## src/rtl/data_memory_responder.sv

```systemverilog
// Data-memory responder: accepts one word load/store at a time and answers
// after a fixed LATENCY. Storage is kept across reset; control state is not.
module data_memory_responder #(
    parameter int DEPTH      = 64,
    parameter int ADDR_WIDTH = 32,
    parameter int LATENCY    = 3
) (
    input  logic                  clk,
    input  logic                  reset,
    input  logic                  req_valid,
    output logic                  req_ready,
    input  logic                  req_write,
    input  logic [ADDR_WIDTH-1:0] req_address,
    input  logic [31:0]           req_write_data,
    output logic                  resp_valid,
    input  logic                  resp_ready,
    output logic [31:0]           resp_data,
    output logic                  resp_error
);

    localparam int IDX_W = (DEPTH > 1) ? $clog2(DEPTH) : 1;
    localparam logic [ADDR_WIDTH-3:0] DEPTH_W = (ADDR_WIDTH-2)'(DEPTH);
    localparam logic [3:0] COUNT_INIT = 4'(LATENCY - 1);

    typedef enum logic [1:0] {
        IDLE,
        WAIT,
        RESP
    } state_t;

    state_t      state_reg, state_next;
    logic [3:0]  count_reg, count_next;
    logic [31:0] data_reg, data_next;
    logic        err_reg, err_next;

    logic [31:0] mem [DEPTH];

    logic [ADDR_WIDTH-3:0] word_addr;
    logic [IDX_W-1:0]      req_index;
    logic                  req_err;
    logic                  accept;

    // Decode the request address: word index plus alignment/range error.
    assign word_addr = req_address[ADDR_WIDTH-1:2];
    assign req_index = word_addr[IDX_W-1:0];
    assign req_err   = (req_address[1:0] != 2'b00) || (word_addr >= DEPTH_W);

    // Only IDLE accepts; reset also holds off acceptance while asserted.
    assign req_ready  = (state_reg == IDLE) && reset;
    assign accept     = req_valid && req_ready;
    assign resp_valid = (state_reg == RESP);
    assign resp_data  = data_reg;
    assign resp_error = err_reg;

    // Storage: stores commit at the accepting edge; never cleared by reset.
    always_ff @(posedge clk) begin
        if (accept && req_write && !req_err) begin
            mem[req_index] <= req_write_data;
        end
    end

    // Control and response registers with asynchronous active-low reset.
    always_ff @(posedge clk or negedge reset) begin
        if (!reset) begin
            state_reg <= IDLE;
            count_reg <= 4'd0;
            data_reg  <= 32'd0;
            err_reg   <= 1'b0;
        end else begin
            state_reg <= state_next;
            count_reg <= count_next;
            data_reg  <= data_next;
            err_reg   <= err_next;
        end
    end

    // Next-state logic: capture the response at accept, count down, hold until consumed.
    always_comb begin
        state_next = state_reg;
        count_next = count_reg;
        data_next  = data_reg;
        err_next   = err_reg;
        case (state_reg)
            IDLE: begin
                if (accept) begin
                    err_next   = req_err;
                    data_next  = (!req_write && !req_err) ? mem[req_index] : 32'd0;
                    count_next = COUNT_INIT;
                    state_next = (LATENCY == 1) ? RESP : WAIT;
                end
            end
            WAIT: begin
                count_next = count_reg - 4'd1;
                if (count_reg == 4'd1) begin
                    state_next = RESP;
                end
            end
            RESP: begin
                if (resp_ready) begin
                    state_next = IDLE;
                    data_next  = 32'd0;
                    err_next   = 1'b0;
                end
            end
            default: begin
                state_next = IDLE;
            end
        endcase
    end

endmodule

```

## config.mk

```make
export PLATFORM = sky130hd
export DESIGN_NAME = data_memory_responder
export DESIGN_NICKNAME = d
export VERILOG_FILES = /design/src/rtl/data_memory_responder.sv
export SDC_FILE = /design/constraint.sdc
export NUM_CORES = 2
export LEC_CHECK = 0
export CORE_MARGIN = 1.5
export CORE_UTILIZATION = 56
export DETAILED_ROUTE_END_ITERATION = 12
export PLACE_DENSITY = 0.75
export SLEW_MARGIN = 20
export SYNTH_ARGS = -nofsm -noshare
export SYNTH_HDL_FRONTEND = slang
export SYNTH_SLANG_ARGS = --single-unit
```

## constraint.sdc

```tcl
create_clock -name clk -period 3.2 [get_ports clk]
set_input_delay 0.48 -clock clk [delete_from_list [all_inputs] [get_ports clk]]
set_output_delay 0.48 -clock clk [all_outputs]
set_load 0.02 [all_outputs]
```

==> impl_metrics.toml <==
[clock_network]
ctsRootBufferMaster = "clkbuf_16"
cts_made_buffers = 198
cts_resized = 0
htreeDepth = 4
cts_setup_buffers = 0
clk_pin_slew_ps = 60
numClockSinks = 2087
clk_latency_ps = 860
cts.path.max_buffers = 3
cts_tree = "built"

[die]
die_w_um = 382
start_util_pct = 56.6
fp-row-count = 138
io_pins = 104
core_region_area_mm2 = 0.142
dieArea_mm2 = 0.146
die_y_um = 382

[drt]
wl_um = 266000
routed-via-count = 49400
wl_per_cell_um = 38.0
antenna_left = 0
drtIter0Drc = 9046
viasPerCell = 7.04
drcViolationCount = 0
drt_first_pass_iters = 6

[min_path]
hp-class = "primary input to flop"

[cells_and_area]
syn_to_final_growth_pct = 19.3
postLayoutCoreUtil_pct = 67.5
drive_gt1_share_pct = 25.8
final_nets = 5034
largest_reg_flops = 2048
layout_commonest_cell = "edfxtp_1"
layout_common_cells = "2048 x edfxtp_1, 426 x buf_4, 304 x o22ai_1"

[status]
status = "finished clean"

[power_and_ir_drop]
power_frac_seq_pct = 52.2
p_int_mw = 44.7
p_per_area_mw_per_mm2 = 600
power_mw = 57.6
sw_frac_of_total_pct = 22.5
p_sw_mw = 12.9
irDropWorstVdd_uv = 507
leakagePower_nw = 31.6
pwr-share-comb_pct = 6.6
p_clk_share_pct = 41.1

[logic_synthesis]
async_flop_share_pct = 1.87
ys.flop_type = "edfxtp_1"
synth_area_leaders = "edfxtp_1 76%, mux4_2 3.2%, mux2i_1 2.8%"
syn-num-nets = 4414
synth_top_cell_by_area = "edfxtp_1"
synth-edff-count = 2048
yosys_warnings = 0
syn_inst = 4343
netlist_area_mm2 = 0.0805
avgSynthCellArea_um2 = 18.5
ys_seq_elements = 2087
seq_area_frac_synth_pct = 77.6
synth_top_cell_area_share_pct = 76.4
ys_types = 75

[sta]
report.final.slew_viol_count = 0
worst_slew_pin_slew_ps = 1220
skew_ps = 41.2
finalSetupViolCount = 0
slew_headroom_pct = 18.6
fin_crit_ps = 3040
max_freq_mhz = 328
period_share_pct = 95.1
hold_viol = 0
rsz0062_at_grt = "no"

[worst_setup_path]
crit_path_end = "resp_data[16]"
critical-path-max-stage-delay_ps = 810
critPathKind = "flop to flop"
r2r-start = "state_reg[0]"
cpMaxStageDelayCell = "nor4_1"
critical_path_arrival_ps = 3830
crit_chain = "nor3b_2 -> and2_1 -> nand2_1 -> or4_4 -> buf_4 -> nor4_1 -> a22o_1"
crit_fanout = 5
startpoint_type = "flop"
r2r_cells = 7
required_ps = 3990
r2r_slack_ps = 160
worstSetupStartpoint = "state_reg[0]"
r2r_end = "resp_data[16]"
end_kind = "flop"

[job]
max_cap_violations = 0

[global_route]
grt_pass1_vias = 46900
grt_pass1_wl_um = 368000
grt_max_degree = 65
antenna_found_initial = 24
gr-usage-all-layers_pct = 36.6
grt_overflow = 0

[place]
post-dp-hpwl_um = 174000
port_buffers = 103
gp_congestion = 0.972
## synthesized netlist by cell type (all sizes together), types with 11 or more instances
| master | instances |
|---|---|
| nor2 | 172 |
| o22ai | 304 |
| a2bb2oi | 12 |
| nand2 | 127 |
| mux4 | 128 |
| nor3 | 15 |
| a211oi | 48 |
| a22o | 21 |
| buf | 218 |
| nor2b | 18 |
| mux2 | 175 |
| inv | 11 |
| a221oi | 31 |
| nor4 | 14 |
| edfxtp | 2048 |
| o31ai | 22 |
| a222oi | 16 |
| mux2i | 229 |
| o22a | 30 |
| a22oi | 63 |
| a211o | 12 |
| a21oi | 136 |
| dfrtp | 39 |
| clkbuf | 75 |
| nand3 | 12 |
| o221ai | 127 |
| o21ai | 111 |
## how the worst min path moves through the flow
stage	start	end	slack, ps	cells past startpoint
after floorplan	reset	count_reg[0]	180	0
after global placement	count_reg[3]	count_reg[3]	490	1
after detailed placement	resp_data[27]	resp_data[27]	500	2
after CTS	req_write_data[15]	mem[25][15]	1	1
after global routing	req_write_data[15]	mem[25][15]	20	1
final	req_write_data[15]	mem[26][15]	40	1
## worst max-delay path, delay by kind of cell, from the launching register on
family	cells	cell delay (ps)
AND/OR/NAND/NOR	5	2120
buffers and inverters	1	220
AO/OA/AOI/OAI	1	240
flip-flops	1	400
## power groups by stage
stage / clock, mW / sequential [mW] / combinational, mW
after floorplan: 0 / 30.7 / 1.55
after global placement: 0 / 30.7 / 3.62
after detailed placement: 0 / 30.7 / 3.67
after CTS: 23.7 / 30.1 / 3.71
after global routing: 24.7 / 30.1 / 3.88
final: 23.7 / 30.1 / 3.82
## layer usage
layer	global-route usage, %	vias up	share of wire (%)
li1	-	19200	-
met1	50.2	25000	34
met2	53.6	4428	44
met3	10.9	753	16
met4	18.5	22	6.0
met5	0	-	0.051
## through the flow
step / worst slack, ps / cell area, um^2 / hold WS (ps) / TNS, ps / cells
2_1_floorplan: -407 / 80500 / 184 / -759800 / 4343
3_3_place_gp: -326 / 89400 / 486 / -260050 / 6651
3_5_place_dp: -304 / 89400 / 499 / -204690 / 6651
4_1_cts: 153 / 96000 / 1.21 / 0 / 7016
5_1_grt: 147 / 96000 / 24.5 / 0 / 7016
6_report: 156 / 96000 / 37.3 / 0 / 7020
## area by class of cell
class                           instances  area [um^2]
Fill cell                            8875        46100
Tap cell                             1890         2360
Multi-Input combinational cell       1952        16700
Clock buffer                          251         5290
Inverter                               11         46.3
Antenna cell                            4         10.0
Clock inverter                        112         1270
Timing Repair Buffer                  713         7860
Sequential cell                      2087        62500
## logic make-up after synthesis
kind of cell	count (synthesis)	share of synthesized area, %
buffers and inverters	304	2.35
adder cells (fa/ha/maj)	2	0.0311
flip-flops	2087	77.6
AO/OA/AOI/OAI	995	8.56
XOR/XNOR	1	0.0109
multiplexers	532	8.95
AND/OR/NAND/NOR	422	2.45
## repair_timing
| action | in CTS | in global routing |
|---|---|---|
| setup endpoints to repair | 0 | 0 |
| endpoints found under the hold margin | 40 | 0 |
| hold buffers | 2 | 0 |
No activity file was read; power rests on OpenSTA's default activity.
